===== src/rtl/vend_stock_fsm_if.sv =====
// Coin/select/stock bus around the vend transaction controller.
// master feeds the controller; slave is the controller itself.
interface vend_stock_fsm_if #(
   parameter int CREDIT_W = 5
);
   logic [3:0]          stock_in;
   logic                coin_valid;
   logic [1:0]          coin_value;
   logic                select;
   logic                cancel;
   logic                restock;
   logic [3:0]          restock_qty;
   logic [3:0]          stock_next;
   logic [CREDIT_W-1:0] credit;
   logic                dispense;
   logic                change_valid;
   logic [CREDIT_W-1:0] change_amt;
   logic                coin_reject;
   logic                sold_out;
   logic                busy;

   modport master (
      output stock_in, coin_valid, coin_value, select,
      output cancel, restock, restock_qty,
      input  stock_next, credit, dispense, change_valid,
      input  change_amt, coin_reject, sold_out, busy
   );

   modport slave (
      input  stock_in, coin_valid, coin_value, select,
      input  cancel, restock, restock_qty,
      output stock_next, credit, dispense, change_valid,
      output change_amt, coin_reject, sold_out, busy
   );
endinterface


===== src/rtl/vend_stock_fsm.sv =====
// Vend transaction controller: credit, select/cancel, dispense/change,
// and the next value for the downstream stock counter.
module vend_stock_fsm #(
   parameter int PRICE      = 5,
   parameter int CREDIT_W   = 5,
   parameter int MAX_CREDIT = 20
) (
   input logic             clk,
   input logic             reset,
   vend_stock_fsm_if.slave bus
);
   typedef enum logic [1:0] {
      IDLE,
      COLLECT,
      DISPENSE,
      CHANGE
   } state_t;

   localparam logic [CREDIT_W-1:0] PRICE_C = CREDIT_W'(PRICE);
   localparam logic [CREDIT_W:0]   MAX_C   = (CREDIT_W+1)'(MAX_CREDIT);

   state_t              state, state_n;
   logic [CREDIT_W-1:0] credit, credit_n;
   logic [CREDIT_W-1:0] chg, chg_n;
   logic [CREDIT_W-1:0] coin_amt, remain;
   logic [CREDIT_W:0]   coin_sum;
   logic [4:0]          fill;
   logic [3:0]          stock_nx;
   logic                rej, rej_n, coin_ok;

   always_comb begin
      coin_amt = '0;
      unique case (bus.coin_value)
         2'b00:   coin_amt = CREDIT_W'(1);
         2'b01:   coin_amt = CREDIT_W'(2);
         2'b10:   coin_amt = CREDIT_W'(5);
         default: coin_amt = '0;
      endcase
   end

   assign coin_ok  = bus.coin_valid && (bus.coin_value != 2'b11);
   assign coin_sum = {1'b0, credit} + {1'b0, coin_amt};
   assign remain   = credit - PRICE_C;
   assign fill     = {1'b0, bus.stock_in} + {1'b0, bus.restock_qty};

   always_comb begin
      state_n  = state;
      credit_n = credit;
      chg_n    = chg;
      rej_n    = 1'b0;
      stock_nx = bus.stock_in;
      unique case (state)
         IDLE: begin
            if (bus.restock)
               stock_nx = fill[4] ? 4'd15 : fill[3:0];
            if (coin_ok) begin
               credit_n = coin_amt;
               state_n  = COLLECT;
            end else begin
               rej_n = bus.coin_valid;
            end
         end
         COLLECT: begin
            // cancel beats select beats coin; a losing coin is refused
            if (bus.cancel) begin
               chg_n   = credit;
               state_n = CHANGE;
               rej_n   = bus.coin_valid;
            end else if (bus.select) begin
               rej_n = bus.coin_valid;
               if (credit >= PRICE_C && bus.stock_in != 4'd0)
                  state_n = DISPENSE;
            end else if (bus.coin_valid) begin
               if (coin_ok && coin_sum <= MAX_C)
                  credit_n = coin_sum[CREDIT_W-1:0];
               else
                  rej_n = 1'b1;
            end
         end
         DISPENSE: begin
            stock_nx = bus.stock_in - 4'd1;
            credit_n = remain;
            rej_n    = bus.coin_valid;
            if (remain != '0) begin
               chg_n   = remain;
               state_n = CHANGE;
            end else begin
               state_n = IDLE;
            end
         end
         CHANGE: begin
            credit_n = '0;
            rej_n    = bus.coin_valid;
            state_n  = IDLE;
         end
         default: begin
            credit_n = '0;
            state_n  = IDLE;
         end
      endcase
   end

   always_ff @(posedge clk or negedge reset) begin
      if (!reset) begin
         state  <= IDLE;
         credit <= '0;
         chg    <= '0;
         rej    <= 1'b0;
      end else begin
         state  <= state_n;
         credit <= credit_n;
         chg    <= chg_n;
         rej    <= rej_n;
      end
   end

   assign bus.stock_next   = stock_nx;
   assign bus.credit       = credit;
   assign bus.change_amt   = chg;
   assign bus.coin_reject  = rej;
   assign bus.dispense     = (state == DISPENSE);
   assign bus.change_valid = (state == CHANGE);
   assign bus.busy         = (state == DISPENSE) || (state == CHANGE);
   assign bus.sold_out     = (bus.stock_in == 4'd0);
endmodule


===== src/flat_wrapper.sv =====
// flat-port wrapper written by rule: the top's interface ports become plain ports
module vend_stock_fsm_flat 
#(
   parameter int PRICE      = 5,
   parameter int CREDIT_W   = 5,
   parameter int MAX_CREDIT = 20
)
  (clk, reset, bus_stock_in, bus_coin_valid, bus_coin_value, bus_select, bus_cancel, bus_restock, bus_restock_qty, bus_stock_next, bus_credit, bus_dispense, bus_change_valid, bus_change_amt, bus_coin_reject, bus_sold_out, bus_busy);
  vend_stock_fsm_if #(.CREDIT_W(CREDIT_W)) bus_i ();
  input logic clk;
  input logic reset;
  input wire logic [$bits(bus_i.stock_in)-1:0] bus_stock_in;
  input wire logic [$bits(bus_i.coin_valid)-1:0] bus_coin_valid;
  input wire logic [$bits(bus_i.coin_value)-1:0] bus_coin_value;
  input wire logic [$bits(bus_i.select)-1:0] bus_select;
  input wire logic [$bits(bus_i.cancel)-1:0] bus_cancel;
  input wire logic [$bits(bus_i.restock)-1:0] bus_restock;
  input wire logic [$bits(bus_i.restock_qty)-1:0] bus_restock_qty;
  output wire logic [$bits(bus_i.stock_next)-1:0] bus_stock_next;
  output wire logic [$bits(bus_i.credit)-1:0] bus_credit;
  output wire logic [$bits(bus_i.dispense)-1:0] bus_dispense;
  output wire logic [$bits(bus_i.change_valid)-1:0] bus_change_valid;
  output wire logic [$bits(bus_i.change_amt)-1:0] bus_change_amt;
  output wire logic [$bits(bus_i.coin_reject)-1:0] bus_coin_reject;
  output wire logic [$bits(bus_i.sold_out)-1:0] bus_sold_out;
  output wire logic [$bits(bus_i.busy)-1:0] bus_busy;
  assign bus_i.stock_in = bus_stock_in;
  assign bus_i.coin_valid = bus_coin_valid;
  assign bus_i.coin_value = bus_coin_value;
  assign bus_i.select = bus_select;
  assign bus_i.cancel = bus_cancel;
  assign bus_i.restock = bus_restock;
  assign bus_i.restock_qty = bus_restock_qty;
  assign bus_stock_next = bus_i.stock_next;
  assign bus_credit = bus_i.credit;
  assign bus_dispense = bus_i.dispense;
  assign bus_change_valid = bus_i.change_valid;
  assign bus_change_amt = bus_i.change_amt;
  assign bus_coin_reject = bus_i.coin_reject;
  assign bus_sold_out = bus_i.sold_out;
  assign bus_busy = bus_i.busy;
  vend_stock_fsm #(.PRICE(PRICE), .CREDIT_W(CREDIT_W), .MAX_CREDIT(MAX_CREDIT)) u_core (.clk(clk), .reset(reset), .bus(bus_i));
endmodule

===== config.mk =====
export PLATFORM = sky130hd
export DESIGN_NAME = vend_stock_fsm_flat
export DESIGN_NICKNAME = d
export VERILOG_FILES = /design/src/rtl/vend_stock_fsm_if.sv /design/src/rtl/vend_stock_fsm.sv /design/src/flat_wrapper.sv
export SDC_FILE = /design/constraint.sdc
export NUM_CORES = 1
export LEC_CHECK = 0
export ABC_AREA = 1
export CAP_MARGIN = 20
export CORE_MARGIN = 2
export CORE_UTILIZATION = 44
export CTS_CLUSTER_DIAMETER = 120
export DETAILED_ROUTE_END_ITERATION = 10
export PLACE_DENSITY = 0.81
export RECOVER_POWER = 100
export SETUP_SLACK_MARGIN = 0.02
export SYNTH_ARGS = -nofsm -noshare
export SYNTH_HDL_FRONTEND = slang
export SYNTH_SLANG_ARGS = --single-unit

===== constraint.sdc =====
create_clock -name clk -period 1.75 [get_ports clk]
set_input_delay 0.175 -clock clk [delete_from_list [all_inputs] [get_ports clk]]
set_output_delay 0.175 -clock clk [all_outputs]
set_load 0.005 [all_outputs]

; ---- After elaboration in Yosys (flattened, before gate mapping)
; Cells that the tools add are included.
[word_totals]
latch_bits = 0
mem_bits_rw = 0
ff_bits = 13
inputBits = 16
mem_bits_ro = 0
mem_count = 0
[op_classes]
eq_ne = 15
add_sub_neg = 4
n_mul = 0
muxes = 25
n_bitwise = 0
n_reduce_logical = 14
shifts = 0
order_cmp = 2
div_mod_pow = 0
[op_table]
columns = op, n
row1 = $mux W5, 7
row2 = $pmux W5 S4, 1
row3 = $mux W2, 5
row4 = $ne A2 B2 Y1 const B, 5
row5 = $pmux W5 S2, 1
row6 = $pmux W3 S3, 1
row7 = $mux W4, 2
row8 = $pmux W2 S4, 1
row9 = $pmux W4 S2, 1
row10 = $add A5 B3 Y6, 1
row11 = $eq A2 B2 Y1 const B, 3
row12 = $le A6 B5 Y1 const B, 1
row13 = $ne A2 B1 Y1 const B, 3
row14 = $reduce_and A3 Y1, 2
row15 = $add A4 B4 Y5, 1
row16 = $ge A5 B3 Y1 const B, 1
row17 = $mux W1, 5
row18 = $reduce_and A5 Y1, 1
row19 = $reduce_bool A5 Y1, 1
row20 = $sub A5 B3 Y5 const B, 1
row21 = $eq A2 B1 Y1 const B, 2
row22 = $logic_not A2 Y1, 2
row23 = $logic_not A4 Y1, 1
row24 = $reduce_bool A4 Y1, 1
row25 = other kinds (8), 10

; ---- Depth between registers and ports, before layout
; Gate-level depths: netlist of run 1.
[depth]
depth_word = 10
mapped_depth = 16

; ---- Worst setup path before layout of run 1
; OpenSTA, ideal clock, no wires.
[synth_path]
path_type = register to register
startpoint = register u_core.credit[0], in the netlist u_core.bus.credit[0]
endpoint = register u_core.credit[2], in the netlist u_core.bus.credit[2]
path_buffers = 0
t_arrival_ns = 1.789
slack_ns = -0.156
stages_incl_launch_ff = 16
cell_sequence = dfrtp_1 -> ha_1 -> inv_1 -> fa_1 -> inv_1 -> nand3_1 -> nand2_1 -> nand2_1 -> nand2_1 -> inv_1 -> nand2_1 -> nand2_1 -> nand2_2 -> nand2_2 -> nand2_1 -> nand2_1
[synth_between]
elab_chain_cells = 6
elab_cells_between_ends = 11
classes_between = add/sub (2) / order compare (1) / eq/ne (1) / mux (5) / reduce/logical (2)
[synth_lines]
columns = item, line_no
row1 = "start, declared", vend_stock_fsm.sv:23  ; logic [CREDIT_W-1:0] credit, credit_n;
row2 = "start signal, assigned", vend_stock_fsm.sv:111  ; credit <= credit_n;
row3 = "parallel branches: the longest is 6 deep, another holds $add A5 B3 Y6", n/a
; Several ways; the timed one is not identified. The select of a mux whose other input is x is not followed.
; A chain may end at the register's enable or synchronous reset.

; ---- Worst setup path in the final report of run 1
[layout_path]
startpoint = register u_core.credit[0], in the netlist u_core.bus.credit[0]
endpoint = register u_core.credit[0], in the netlist u_core.bus.credit[0]
; The elaborated chain is that of the path after synthesis.

==> impl_metrics.toml, run 1 <==
[power]
p_per_area_mw_per_mm2 = 1322
max-vdd-ir-drop_mv = 0.7540
power_mw = 2.780
leakage_nw = 1.131

[synth]
synth_seq_cells = 13
yosysWarnings = 0
synthCells = 210
avgSynthCellArea_sq_um = 6.536
ys_types = 24
syn-cell-area_sq_mm = 0.001373
syn-num-nets = 240
synth.yosys.seq_area_share_pct = 23.70

[clock_network]
htree_num_levels = 1
postCtsHoldBufs = 0
cts-root-buf = "clkbuf_4"
ctsLongestPathBuffers = 2
clkTransAtPathRegs_ps = 100
clk_latency_ps = 300
cts_sinks = 13
cts_buffers = 3
cts_tree = "yes"

[route]
wl_met1_um = 1725
wl_met2_um = 2044
vias = 1601
wl_um = 4056
wl_per_cell_um = 13.00
highest_layer = "met4"
postRouteAntennaNets = 0
drt_iter0_markers = 56
drtPass1Iterations = 4
drc_errors = 0
wl_met3_um = 162
avgViaCountPerCell = 5.131

[finish]
postLayoutCellArea_sq_mm = 0.002103
layout-drive-gt1-share_pct = 30.47
fin_cells = 312
final_common_cell = "nand2_1"
seq_area_sq_um = 326.6
area_delta_synth_final_pct = 53.24
final.fill_count = 246
final_cell_mix = "58 x nand2_1, 30 x buf_4, 26 x inv_1, 24 x nand3_1"
layout.nets = 310
antennaDiodeCount = 0
multiInputGateArea_sq_mm = 0.001007

[die]
initial_core_util_pct = 45.71
die_h_um = 59.85
rows = 20
dieWidth_um = 59.85
ios = 35
core-area_sq_mm = 0.003003
dieArea_sq_mm = 0.003582

[place]
hpwlAfterDp_um = 2966
io_buffers = 34
pre_cts_ws_ps = -789.1
place_inst = 302
place_area_sq_mm = 0.001958
place_congestion = 0.8999

[worst_setup_path]
regToRegSetupSlack_ps = -90
critPathCaptureType = "flop"
cp-start-kind = "flop"
ff2ff_path_depth = 12
required_ps = 1950
reg2reg_to = "u_core.bus.credit[0]"
critPathArrivalTime_ps = 2040
reg2reg_from = "u_core.bus.credit[0]"
crit_fanout = 6
path_class = "reg2reg"

[timing]
setup_viol = 6
slew_headroom_pct = 54.87
worst_pin_slew_ps = 674.7
fmax_mhz = 543.9
finalHoldViolCount = 0
layout_setup_ws_ps = -88.58
rsz0062_at_grt = "true"
drv_slew = 0
finalClockSkew_ps = 12.41
min_period_over_period_pct = 105.1
finalCriticalPeriod_ps = 1839

[flow_run]
max_cap_viol_count = 0

[status]
violations = "setup timing"
status = "finished with violations"

[worst_hold_path]
hp-class = "in2async"

[global_route]
antenna_found_initial = 0
grt_usage_pct = 24.00
grt_pass1_wl_um = 6479
grt-ovfl-total = 0
grt_pass1_vias = 1532
grt_start_max_net_pins = 14
## state kept, by name (all words and copies together), names as in the netlist
register	cells
u_core.bus.credit	5
u_core.bus.change_amt	5
u_core.state	2
u_core.bus.coin_reject	1
## through the flow
stage | setup TNS (ps) | util (%) | hold WS (ps)
floorplan | -274.0 | - | -120.6
global placement | -6095 | 65.21 | 493.1
detailed placement | -6522 | 65.21 | 493.7
CTS | -550.2 | 68.75 | 285.2
global route | -1645 | 70.04 | 375.2
finish | -435.9 | 70.04 | 347.0
## cell type report
| cell class | instances | area share (%) |
|---|---|---|
| sequential | 13 | 15.53 |
| tap | 33 | 1.963 |
| inverter | 38 | 6.782 |
| timing repair buffer | 67 | 26.59 |
| multi-input combinational | 157 | 47.89 |
| clock buffer | 4 | 1.249 |
## kinds of logic after synthesis
| group | after synthesis | share of synthesized area (%) |
|---|---|---|
| and+or+nand+nor | 110 | 36.46 |
| buffers and inverters | 40 | 11.49 |
| AOI/OAI and AO/OA | 27 | 10.66 |
| adders and majority gates | 14 | 13.86 |
| DFF | 13 | 23.70 |
| xor gates and xnor gates | 6 | 3.829 |
## worst max-delay path, cell delays in order (launching register included)
cell and delay [ps]:
dfrtp_2 400, ha_4 140, inv_2 30, fa_2 520, nand2_1 60, nand3_2 60, nand3_2 70, nand2_2 90
nand2_2 70, nand2_4 100, nand2_4 70, nand2_1 70, nand2_1 50
## routing by layer
metal	track usage, %	vias up
li1	-	807
met1	29.64	737
met2	42.08	43
met3	3.463	14
met4	8.571	0
met5	0	-
## how the worst max path moves through the flow
stage | slack, ps | endpoint | from
final | -90 | u_core.bus.credit[0] | u_core.bus.credit[0]
after global routing | -200 | u_core.bus.credit[0] | u_core.bus.credit[0]
after CTS | -110 | u_core.bus.credit[3] | u_core.bus.credit[0]
after detailed placement | -790 | bus_stock_next[2] | bus_stock_in[0]
after global placement | -740 | bus_stock_next[2] | bus_stock_in[0]
after floorplan | -60 | u_core.bus.credit[2] | u_core.bus.credit[0]
## timing repair
| action | in CTS | in global routing |
|---|---|---|
| setup endpoints to repair | 11 | 19 |
| pin swaps | 11 | 14 |
| setup buffers | 5 | 1 |
| hold endpoints to repair | 0 | 0 |
| resized for setup | 49 | 29 |
## where the power goes
group          internal, mW  switching (mW)  total [mW]  leakage (nW)
clock network        0.0888           0.117       0.206        0.0150
logic                 0.912            1.15        2.06         0.950
registers             0.423          0.0941       0.517         0.166
## Yosys cell counts
master    instances  area [sq um]
nand2_1          61         229.0
inv_1            35         131.4
nand3_1          27         135.1
dfrtp_1          13         325.3
ha_1             12         150.1
a21oi_1          11         55.05
o21ai_0          11         55.05
nor2_1           10         37.54
xor2_1            4         35.03
inv_2             3         11.26
nand2_2           3         18.77
fa_1              2         40.04
nand2_4           2         22.52
nand4_1           2         12.51
nor2_2            2         12.51
nor2_4            2         22.52
o211ai_1          2         15.01
xnor2_1           2         17.52
buf_6             1         11.26
clkbuf_1          1         3.750
nand3_2           1         10.01
o21ai_1           1         5.000
o221ai_1          1         8.760
o31ai_1           1         7.510
No activity file was read; power rests on OpenSTA's default activity.
==> run 2: changes to the inputs <==
CAP_MARGIN = default   (was 20)
CORE_UTILIZATION = 53   (was 44)
PLACE_DENSITY = 0.91   (was 0.81)
TNS_END_PERCENT = 5   (was default)
clock period = 2.33 ns   (was 1.75 ns; I/O delays follow)
==> impl_metrics.toml, run 2 (synthesis results as in run 1) <==
[timing]
min_period_over_period_pct = 95.32
rsz0062_at_grt = "true"
layout_setup_ws_ps = 109.0
finalCriticalPeriod_ps = 2221
worst_pin_slew_ps = 592.8
setup_viol = 0
finalHoldViolCount = 0
finalClockSkew_ps = 2.719
drv_slew = 0
slew_headroom_pct = 60.35
fmax_mhz = 450.2
whs_ps = 392.8

[finish]
postLayoutCellArea_sq_mm = 0.001871
layout.nets = 294
area_delta_synth_final_pct = 36.28
antennaDiodeCount = 0
final_cell_mix = "63 x nand2_1, 34 x inv_1, 27 x nand3_1, 16 x buf_4, 15 x clkdlybuf4s50_1"
final_common_cell = "nand2_1"
finish.utilization_pct = 76.20
layout-drive-gt1-share_pct = 14.83

[die]
die_h_um = 54.89
dieArea_sq_mm = 0.003013
ios = 35
initial_core_util_pct = 55.91
rows = 18
core-area_sq_mm = 0.002455
dieWidth_um = 54.89

[worst_setup_path]
cp-start-kind = "input port"
cpMaxStageDelayCell = "clkdlybuf4s50_1"
required_ps = 2100
path_cells = "clkdlybuf4s50_1, ha_2, inv_1, fa_2, buf_4, buf_4, xnor2_1, o21ai_1, o21ai_1, clkbuf_2"
crit_fanout = 2
cp_slowest_stage_delay_ps = 460
critPathCaptureType = "output port"
path_class = "in2out"
critPathArrivalTime_ps = 1990

[flow_run]
max_cap_viol_count = 0

[clock_network]
cts_buffers = 3
ctsLongestPathBuffers = 2
cts_tree = "yes"
cts_sinks = 13
clk_latency_ps = 280
postCtsHoldBufs = 0
clkTransAtPathRegs_ps = 80
cts-root-buf = "clkbuf_4"
htree_num_levels = 1

[route]
vias = 1537
wl_per_cell_um = 11.94
wl_um = 3498
drc_errors = 0
drt_iter0_markers = 20
drtPass1Iterations = 4
avgViaCountPerCell = 5.246
postRouteAntennaNets = 0

[power]
max-vdd-ir-drop_mv = 0.9324
swShare_pct = 49.49
seqPwrFrac_pct = 22.0
p_per_area_mw_per_mm2 = 989.8
p_comb_share_pct = 70.4
power.internal_mw = 0.9351
pwr-share-clk_pct = 7.6
p_switching_mw = 0.9163
leakage_nw = 1.037

[place]
pre_cts_ws_ps = -334.0
io_buffers = 34
place_congestion = 0.9211
hpwlAfterDp_um = 2827
place_area_sq_mm = 0.001848

[global_route]
grt-ovfl-total = 0
antenna_found_initial = 0
grt_pass1_vias = 1384
grt_usage_pct = 25.31
grt_pass1_wl_um = 5547
grt_start_max_net_pins = 14

[worst_hold_path]
hp-class = "in2async"

[status]
status = "finished, final reports clean"
## run 2: changes by cell type in the layout (fill, tap and decap cells not counted), moves of 4 or more
cell,change
buf_4,-14
inv_1,+8
inv_2,-8
clkdlybuf4s50_1,+7
ha_4,-5
nand2_1,+5
dlygate4sd2_1,-4
ha_1,+4
## run 2: path summary, 6_finish.rpt
path / slack (ps) / cells past startpoint / startpoint / end
max: 110 / 10 / bus_restock_qty[0] / bus_stock_next[2]
min in group clk: 500 / 2 / u_core.bus.change_amt[2] / u_core.bus.change_amt[2]
min: 390 / 1 / reset / u_core.bus.change_amt[3]
max reg2reg: 270 / 11 / u_core.bus.credit[0] / u_core.bus.change_amt[1]
min reg2reg: 500 / 2 / u_core.bus.change_amt[2] / u_core.bus.change_amt[2]
max in group asynchronous: 1550 / 1 / reset / u_core.bus.change_amt[1]
## run 2: timing repair
action                     CTS  global route
pin swaps                    2             4
resized for setup            8            15
setup buffers                0             2
setup endpoints to repair    4             9
gates cloned                 0             0
## run 2: layer usage
metal | share of wire [%] | vias to the layer above | GRT usage (%)
met5 | 0 | - | 0
met4 | 0.60 | 0 | 6.911
met3 | 4.5 | 6 | 5.914
met2 | 51 | 39 | 45.63
met1 | 44 | 717 | 29.87
li1 | - | 775 | -
## run 2: final cells by class
cell class / count / area, sq um
clock buffer: 4 / 26.28
fill: 184 / 584.3
inverter: 38 / 142.6
multi-input combinational: 157 / 892.1
sequential: 13 / 325.3
tap: 30 / 37.54
timing repair buffer: 51 / 446.7
## run 2: worst max-delay path, delay by kind of cell
family / cells / cell delay, ps
buf+inv: 5 / 890
compound gates: 2 / 180
xor+xnor: 1 / 110
fa+ha+maj: 2 / 570
## run 2: stage by stage
stage               power, mW  cells  setup TNS (ps)
finish                  1.851    293               0
global route            2.044    293          -9.361
CTS                     1.893    291               0
detailed placement      1.771    287           -1838
global placement        1.739    287           -1259
floorplan               1.245    210               0
## run 2: power by group through the flow
| stage | clock network [mW] | registers, mW | logic (mW) |
|---|---|---|---|
| after floorplan | 0 | 0.415 | 0.829 |
| after global placement | 0 | 0.414 | 1.32 |
| after detailed placement | 0 | 0.418 | 1.35 |
| after CTS | 0.143 | 0.414 | 1.34 |
| after global routing | 0.157 | 0.419 | 1.47 |
| final | 0.140 | 0.408 | 1.30 |
